==> src/rtl/card_shoe_arbiter.sv <==
// rtl/card_shoe_arbiter.sv - round-robin arbitrated finite card shoe fed by an LFSR
// Optional automatic penetration refill: CARD_SHOE_RESHUFFLE_EN
module card_shoe_arbiter #(
    parameter int NUM_REQ       = 3,
    parameter int DECKS         = 1,
    parameter int MAX_RETRY     = 4,
    parameter int PEN_THRESHOLD = 13
) (
    input  logic                       clk,
    input  logic                       rst_n,
    input  logic [3:0]                 rnd,
    input  logic [NUM_REQ-1:0]         req,
    input  logic                       shuffle,
    output logic [NUM_REQ-1:0]         ack,
    output logic [3:0]                 card,
    output logic [$clog2(NUM_REQ)-1:0] card_owner,
    output logic [7:0]                 cards_left,
    output logic                       shoe_empty,
    output logic                       busy,
    output logic                       reshuffled
);

    localparam int         OWN_W     = $clog2(NUM_REQ);
    localparam int         RTY_W     = $clog2(MAX_RETRY + 1);
    localparam logic [4:0] RANK_FILL = 5'(4 * DECKS);
    localparam logic [7:0] SHOE_FILL = 8'(52 * DECKS);

    typedef enum logic [1:0] {
        S_IDLE,
        S_DRAW,
        S_SCAN,
        S_RESP
    } state_t;

    state_t             r_state;
    state_t             w_state_nxt;
    logic [4:0]         r_cnt     [13];
    logic [4:0]         w_cnt_nxt [13];
    logic [7:0]         r_left;
    logic [7:0]         w_left_nxt;
    logic [OWN_W-1:0]   r_rr;
    logic [OWN_W-1:0]   w_rr_nxt;
    logic [OWN_W-1:0]   r_grant;
    logic [OWN_W-1:0]   w_grant_nxt;
    logic [OWN_W-1:0]   r_owner;
    logic [OWN_W-1:0]   w_owner_nxt;
    logic [OWN_W-1:0]   w_gnt_idx;
    logic [OWN_W-1:0]   w_cand;
    logic [RTY_W-1:0]   r_retry;
    logic [RTY_W-1:0]   w_retry_nxt;
    logic [RTY_W-1:0]   w_retry_inc;
    logic [3:0]         r_scan;
    logic [3:0]         w_scan_nxt;
    logic [3:0]         r_card;
    logic [3:0]         w_card_nxt;
    logic [3:0]         w_take_rank;
    logic [3:0]         w_rnd_idx;
    logic [NUM_REQ-1:0] r_ack;
    logic [NUM_REQ-1:0] w_ack_nxt;
    logic               r_pend;
    logic               w_pend_nxt;
    logic               r_resh;
    logic               w_resh_nxt;
    logic               w_gnt_found;
    logic               w_rnd_valid;
    logic               w_rnd_avail;
    logic               w_scan_avail;
    logic               w_refill;
    logic               w_take;

    assign w_rnd_valid  = (rnd != 4'd0) && (rnd <= 4'd13);
    assign w_rnd_idx    = rnd - 4'd1;
    assign w_rnd_avail  = w_rnd_valid && (r_cnt[w_rnd_idx] != 5'd0);
    assign w_scan_avail = (r_cnt[r_scan - 4'd1] != 5'd0);
    assign w_retry_inc  = r_retry + RTY_W'(1);

`ifdef CARD_SHOE_RESHUFFLE_EN
    assign w_refill = r_pend | shuffle | (r_left < 8'(PEN_THRESHOLD));
`else
    logic [7:0] w_unused_pen;
    assign w_unused_pen = 8'(PEN_THRESHOLD);
    assign w_refill     = r_pend | shuffle;
`endif

    // First requester at or after the round-robin pointer, wrapping.
    always_comb begin
        w_gnt_found = 1'b0;
        w_gnt_idx   = '0;
        w_cand      = '0;
        for (int i = 0; i < NUM_REQ; i++) begin
            w_cand = OWN_W'((int'(r_rr) + i) % NUM_REQ);
            if (!w_gnt_found && req[w_cand]) begin
                w_gnt_found = 1'b1;
                w_gnt_idx   = w_cand;
            end
        end
    end

    always_comb begin
        w_state_nxt = r_state;
        w_cnt_nxt   = r_cnt;
        w_left_nxt  = r_left;
        w_rr_nxt    = r_rr;
        w_retry_nxt = r_retry;
        w_scan_nxt  = r_scan;
        w_grant_nxt = r_grant;
        w_pend_nxt  = r_pend | shuffle;
        w_ack_nxt   = '0;
        w_card_nxt  = r_card;
        w_owner_nxt = r_owner;
        w_resh_nxt  = 1'b0;
        w_take      = 1'b0;
        w_take_rank = rnd;

        case (r_state)
            S_IDLE: begin
                if (w_refill) begin
                    for (int k = 0; k < 13; k++) begin
                        w_cnt_nxt[k] = RANK_FILL;
                    end
                    w_left_nxt = SHOE_FILL;
                    w_resh_nxt = 1'b1;
                    w_pend_nxt = 1'b0;
                end else if (w_gnt_found && (r_left != 8'd0)) begin
                    w_grant_nxt = w_gnt_idx;
                    w_state_nxt = S_DRAW;
                end
            end
            S_DRAW: begin
                if (w_rnd_avail) begin
                    w_take      = 1'b1;
                    w_take_rank = rnd;
                end else begin
                    w_retry_nxt = w_retry_inc;
                    if (w_retry_inc >= RTY_W'(MAX_RETRY)) begin
                        w_state_nxt = S_SCAN;
                        w_scan_nxt  = w_rnd_valid ? rnd : 4'd1;
                    end
                end
            end
            S_SCAN: begin
                // Shoe is non-empty here, so this finds a rank within 13 steps.
                if (w_scan_avail) begin
                    w_take      = 1'b1;
                    w_take_rank = r_scan;
                end else begin
                    w_scan_nxt = (r_scan == 4'd13) ? 4'd1 : r_scan + 4'd1;
                end
            end
            S_RESP: begin
                w_rr_nxt    = (r_grant == OWN_W'(NUM_REQ - 1)) ? '0 : r_grant + OWN_W'(1);
                w_retry_nxt = '0;
                w_state_nxt = S_IDLE;
            end
            default: w_state_nxt = S_IDLE;
        endcase

        if (w_take) begin
            w_cnt_nxt[w_take_rank - 4'd1] = r_cnt[w_take_rank - 4'd1] - 5'd1;
            w_left_nxt  = r_left - 8'd1;
            w_card_nxt  = w_take_rank;
            w_owner_nxt = r_grant;
            w_ack_nxt   = NUM_REQ'(1) << r_grant;
            w_state_nxt = S_RESP;
        end
    end

    always_ff @(posedge clk or negedge rst_n) begin
        if (!rst_n) begin
            r_state <= S_IDLE;
            for (int k = 0; k < 13; k++) begin
                r_cnt[k] <= RANK_FILL;
            end
            r_left  <= SHOE_FILL;
            r_rr    <= '0;
            r_retry <= '0;
            r_scan  <= 4'd1;
            r_grant <= '0;
            r_pend  <= 1'b0;
            r_ack   <= '0;
            r_card  <= 4'd0;
            r_owner <= '0;
            r_resh  <= 1'b0;
        end else begin
            r_state <= w_state_nxt;
            r_cnt   <= w_cnt_nxt;
            r_left  <= w_left_nxt;
            r_rr    <= w_rr_nxt;
            r_retry <= w_retry_nxt;
            r_scan  <= w_scan_nxt;
            r_grant <= w_grant_nxt;
            r_pend  <= w_pend_nxt;
            r_ack   <= w_ack_nxt;
            r_card  <= w_card_nxt;
            r_owner <= w_owner_nxt;
            r_resh  <= w_resh_nxt;
        end
    end

    assign ack        = r_ack;
    assign card       = r_card;
    assign card_owner = r_owner;
    assign cards_left = r_left;
    assign shoe_empty = (r_left == 8'd0);
    assign busy       = (r_state != S_IDLE);
    assign reshuffled = r_resh;

endmodule
==> config.mk <==
export PLATFORM = sky130hd
export DESIGN_NAME = card_shoe_arbiter
export DESIGN_NICKNAME = d
export VERILOG_FILES = /design/src/rtl/card_shoe_arbiter.sv
export SDC_FILE = /design/constraint.sdc
export NUM_CORES = 1
export LEC_CHECK = 0
export BUFFER_PORTS_ARGS = -buffer_cell sky130_fd_sc_hd__buf_2
export CORE_MARGIN = 3
export CORE_UTILIZATION = 60
export CTS_CLUSTER_SIZE = 12
export DETAILED_ROUTE_END_ITERATION = 10
export PLACE_DENSITY = 0.87
export SLEW_MARGIN = 20
export SYNTH_ARGS = -nofsm -noshare
export SYNTH_HDL_FRONTEND = slang
export SYNTH_SLANG_ARGS = --single-unit
export TNS_END_PERCENT = 1
==> constraint.sdc <==
create_clock -name clk -period 6.7 [get_ports clk]
set_input_delay 0.67 -clock clk [delete_from_list [all_inputs] [get_ports clk]]
set_output_delay 0.67 -clock clk [all_outputs]
set_load 0.01 [all_outputs]
-- Word-level counts from Yosys, hierarchy flattened
Cells that the tools add are included.
- register bits after elaboration: 97
- output and inout bits: 20
- bitwise gates (word level): 5
- shifts and indexed selects: 1
- add/sub/neg operators: 10
- reductions and logical operators: 25
- eq/ne operators: 12
- mux-type cells: 54
- divide/modulo/power cells: 3
- $lt $le $gt $ge: 9
- operator list (kind ; count):
    65-bit 2-to-1 mux ; 3
    65-bit bitwise mux ; 1
    32-bit by 3-bit modulo with 32-bit output, second input constant ; 2
    5-bit binary-select mux with 4-bit select ; 3
    5-bit 2-to-1 mux ; 7
    3-bit by 3-bit modulo with 32-bit output, second input constant ; 1
    4-bit 2-to-1 mux ; 7
    8-bit 2-to-1 mux ; 3
    5-bit demux with 4-bit select ; 1
    2-bit 2-to-1 mux ; 9
    5-bit >= comparator, second input constant ; 3
    4-bit inverter with 5-bit output ; 3
    3-bit != test, second input constant ; 4
    4-bit by 1-bit subtractor with 4-bit output, second input constant ; 3
    1-bit 2-to-1 mux ; 11
    2-bit nonzero test ; 5
    5-bit nonzero test ; 2
    2-bit by 3-bit < comparator with 1-bit output, second input constant ; 3
    8-bit logical NOT ; 1
    4-bit one-hot mux with 2 select lines ; 1
    4-bit nonzero test ; 2
    8-bit nonzero test ; 1
    8-bit by 1-bit subtractor with 8-bit output, second input constant ; 1
    1-bit binary-select mux with 2-bit select ; 3
    27 further kinds ; 39

-- Depth between registers and ports, before layout
- depth after elaboration: 16
- mapped depth: 27
- mapped depth without buffers: 21

-- Least setup slack after synthesis
No wires, ideal clock.
- path kind: register -> register
- from: register r_scan[0]
- to: register r_cnt[64] (netlist bit)
- arrival: 5567 ps
- clock period less this slack: 5700 ps
- stages on the path, launching flop included: 27
- path slack: 1000 ps
- setup time: 134 ps
- required time: 6566 ps
- path through: dfstp_2 -> buf_4 -> inv_2 -> ha_1 -> xnor2_1 -> mux4_2 -> mux2_2 -> and4_4 -> nor2_8 -> buf_1 -> nor2_1 -> a21oi_1 -> ha_1 -> clkbuf_1 -> clkbuf_1 -> nand2_1 -> nor2_1 -> a21oi_1 -> mux2i_1 -> o211ai_1 -> o21ai_0 -> nor4b_4 -> ha_1 -> and4_1 -> a21oi_1 -> buf_2 -> o31ai_1
- RTL lines (what ; line ; RTL):
    from (decl) ; 52 ; logic [3:0] r_scan;
    from (signal assigned) ; 190 ; r_scan <= w_scan_nxt;
    to (signal assigned) ; 186 ; r_cnt <= w_cnt_nxt;
    to (decl) ; 37 ; logic [4:0] r_cnt [13];

==> results.sh <==
export IMPL_min_period_ns=6.27
export IMPL_io_buffer_count=29
export IMPL_cts_setup_buffers=0
export IMPL_ys_warn_count=0
export IMPL_gp_congestion=0.922
export IMPL_worst_endpoint_arrival_ns=6.53
export IMPL_root_buffer="clkbuf_8"
export IMPL_rrSetupSlack_ns=0.43
export IMPL_synth_area_top_cells="dfrtp_1 34%, dfstp_2 7.5%, o21ai_0 6.4%"
export IMPL_setup_slack_ns=0.431
export IMPL_end_kind="flop"
export IMPL_cts_buffers=9
export IMPL_synth_async_sr_flop_share=1.00
export IMPL_die_h_um=105
export IMPL_cts_tree="done"
export IMPL_core_area_um2=9420
export IMPL_ys_seq_elements=97
export IMPL_skew_ns=0.0205
export IMPL_worst_r2r_endpoint="r_cnt[34]$_DFF_PN0_"
export IMPL_diodes=0
export IMPL_synth_compound_area_share=0.193
export IMPL_worst_r2r_cell_count=22
export IMPL_yosys_cell_types_count=72
export IMPL_route_detailed_drc=0
export IMPL_insertion_delay_ns=0.39
export IMPL_path_buf_inv=3
export IMPL_syn_avg_cell_area_um2=9.39
export IMPL_grt_overflow=0
export IMPL_grt_max_degree=59
export IMPL_viasPerCell=6.81
export IMPL_final_area_um2=6340
export IMPL_finalCritPeriodShare=0.936
export IMPL_ir_drop_mv=0.438
export IMPL_path_clk_slew_ns=0.12
export IMPL_post_cts_resized=0
export IMPL_die_w_um=105
export IMPL_htreeDepth=3
export IMPL_crit_chain="inv_2, ha_1, xnor2_1, mux4_2, mux2_2, and4_4, nor2_8, nor2_1, a21oi_1, ha_2, nand2_1, nor2_1, a21oi_1, mux2i_1, nor2b_1, nor3_4, inv_1, ha_1, and4_1, a21oi_1, buf_4, o31ai_1"
export IMPL_ant_nets=0
export IMPL_setup_viol=0
export IMPL_synth_top_family_by_area="compound AO/OA/AOI/OAI gates"
export IMPL_row_count=35
export IMPL_ys_seq_area_frac=0.413
export IMPL_crit_path_max_fanout=18
export IMPL_fillCellCount=728
export IMPL_synthSimpleGateAreaFrac=0.192
export IMPL_drv_cap=0
export IMPL_cp_top_family="simple AND/OR/NAND/NOR gates"
export IMPL_total_power_mw=3.59
export IMPL_critical_path_slowest_cell="dfstp_2"
export IMPL_num_vias=5281
export IMPL_grt_use_total=0.302
export IMPL_hold_buffers=0
export IMPL_worstMarginPinSlew_ns=0.808
export IMPL_dp_cells=759
export IMPL_synth_ff_type="dfrtp_1"
export IMPL_syn_num_nets=662
export IMPL_hold_violations=0
export IMPL_synth_cells=632
export IMPL_area_growth_pct=6.87
export IMPL_syn_area_um2=5930
export IMPL_critPathKind="flop to flop"
export IMPL_fp_dieArea_um2=11100
export IMPL_grt_pass1_wl_um=26700
export IMPL_antenna_found_initial=0
export IMPL_start_kind="flop"
export IMPL_drv_slew=0
export IMPL_fin_nets=671
export IMPL_crit_top_cell="a21oi_1"
export IMPL_pin_count=30
export IMPL_min_path_type="primary input to asynchronous set/reset pin"
export IMPL_rr_startpoint="r_scan[0]$_DFFE_PN1P_"
export IMPL_synth_fa_ha_area_frac=0.0439
export IMPL_synth_edf_count=0
export IMPL_post_place_ws_ns=0.300
export IMPL_first_global_vias=5044
export IMPL_cts_buffer_depth=2
export IMPL_synth_top_cell_by_area="dfrtp_1"
export IMPL_max_clock_freq_mhz=160
export IMPL_fin_cells=775
export IMPL_p_leak_nw=2.66
export IMPL_utilization=0.673
export IMPL_synth_xor_area_share=0.0177
export IMPL_crit_path_max_incr_delay_ns=0.78
export IMPL_hpwl_um=11500
export IMPL_initial_core_util=0.630
export IMPL_wirelength_um=16400
export IMPL_drt_initial_drc_count=595
export IMPL_synth_top_area_share=0.337
export IMPL_relSlewSlack=0.461
export IMPL_placed_area_um2=6130
export IMPL_cts_sinks=97
export IMPL_dr_pass1_iters=5
export IMPL_synthMuxAreaShare=0.0936
export IMPL_layout_drive_gt1_share=0.163
export IMPL_wire_per_inst_um=21.1
export IMPL_status="complete, no violations"
export IMPL_hold_ws_ns=0.268
export IMPL_cellPowerDensity_nw_per_um2=566
export IMPL_required_ns=6.96
export IMPL_tns_ns=0
-- sequential cells by signal, summed over array words and instances, names as in the netlist --
signal / count
r_cnt: 65
r_retry: 3
card: 4
r_pend: 1
card_owner: 2
cards_left: 8
r_state: 2
reshuffled: 1
r_rr: 2
r_scan: 4
ack: 3
r_grant: 2
-- cell usage in the layout (no fill, tap or decap), types with 4 or more instances in the layout --
cell | netlist | layout
o21ai_0 | 76 | 75
nand2_1 | 49 | 49
or4_1 | 5 | 5
dfstp_2 | 17 | 17
a21oi_1 | 23 | 23
mux4_1 | 5 | 5
mux2i_1 | 12 | 12
mux4_2 | 8 | 8
a31oi_1 | 7 | 7
inv_1 | 24 | 24
buf_2 | 4 | 28
nor3b_1 | 4 | 4
dfrtp_1 | 80 | 80
and3_1 | 6 | 6
xnor2_1 | 8 | 8
nor2_1 | 45 | 45
clkbuf_8 | 0 | 9
nand3_1 | 63 | 63
buf_4 | 4 | 9
o211ai_1 | 7 | 7
o31ai_1 | 25 | 25
mux2_2 | 9 | 9
ha_1 | 20 | 19
nor4_1 | 5 | 5
nand2b_1 | 5 | 5
nor3_1 | 20 | 20
xor2_1 | 4 | 4
-- worst max path at each step --
stage                     startpoint             endpoint  slack [ns]  cells after the start
4_1_cts        r_scan[0]$_DFFE_PN1P_  r_cnt[37]$_DFF_PN1_        0.26                     22
6_report       r_scan[0]$_DFFE_PN1P_  r_cnt[34]$_DFF_PN0_        0.43                     22
3_5_place_dp   r_scan[0]$_DFFE_PN1P_  r_cnt[37]$_DFF_PN1_        0.30                     22
2_1_floorplan  r_scan[0]$_DFFE_PN1P_  r_cnt[64]$_DFF_PN0_         1.0                     26
5_1_grt        r_scan[0]$_DFFE_PN1P_  r_cnt[34]$_DFF_PN0_       -0.05                     22
3_3_place_gp   r_scan[0]$_DFFE_PN1P_  r_cnt[13]$_DFF_PN0_        0.68                     16
-- power breakdown --
group	switching (mW)	total [mW]	internal [mW]	leakage [nW]
combinational	1.36	2.12	0.759	1.31
sequential	0.253	1.08	0.830	1.25
clock	0.239	0.384	0.145	0.0957
total	1.85	3.59	1.73	2.66
-- layer usage --
metal,up-vias,GRT usage,wire [µm]
li1,2363,-,-
met1,2564,0.416,6840
met2,304,0.464,7490
met3,50,0.0612,1480
met4,0,0.127,573
met5,-,0.0143,0
-- area by class of cell --
type                       count  area, µm²  area share
tap                          129        161      0.0255
multi-input combinational    470       3240       0.510
timing repair buffer          37        208      0.0328
clock buffer                  10        128      0.0201
sequential                    97       2450       0.386
inverter                      26       97.6      0.0154
clock inverter                 6       62.6     0.00987
-- cells by family after synthesis --
| family | after synthesis |
|---|---|
| xor gates and xnor gates | 12 |
| and+or+nand+nor | 224 |
| muxes | 35 |
| adders and majority gates | 21 |
| AOI/OAI and AO/OA | 178 |
| DFF | 97 |
| buffers and inverters | 65 |
-- Yosys cell counts (7+ instances only) --
cell      number
mux2i_1       12
nand2_1       49
nand3_1       63
a21oi_1       23
mux4_2         8
inv_1         24
o21ai_0       76
nor3_1        20
ha_1          20
a31oi_1        7
nor2_1        45
dfstp_2       17
mux2_2         9
dfrtp_1       80
clkbuf_1      25
o211ai_1       7
o31ai_1       25
xnor2_1        8
Note: power is estimated with default switching activity, not from simulation.
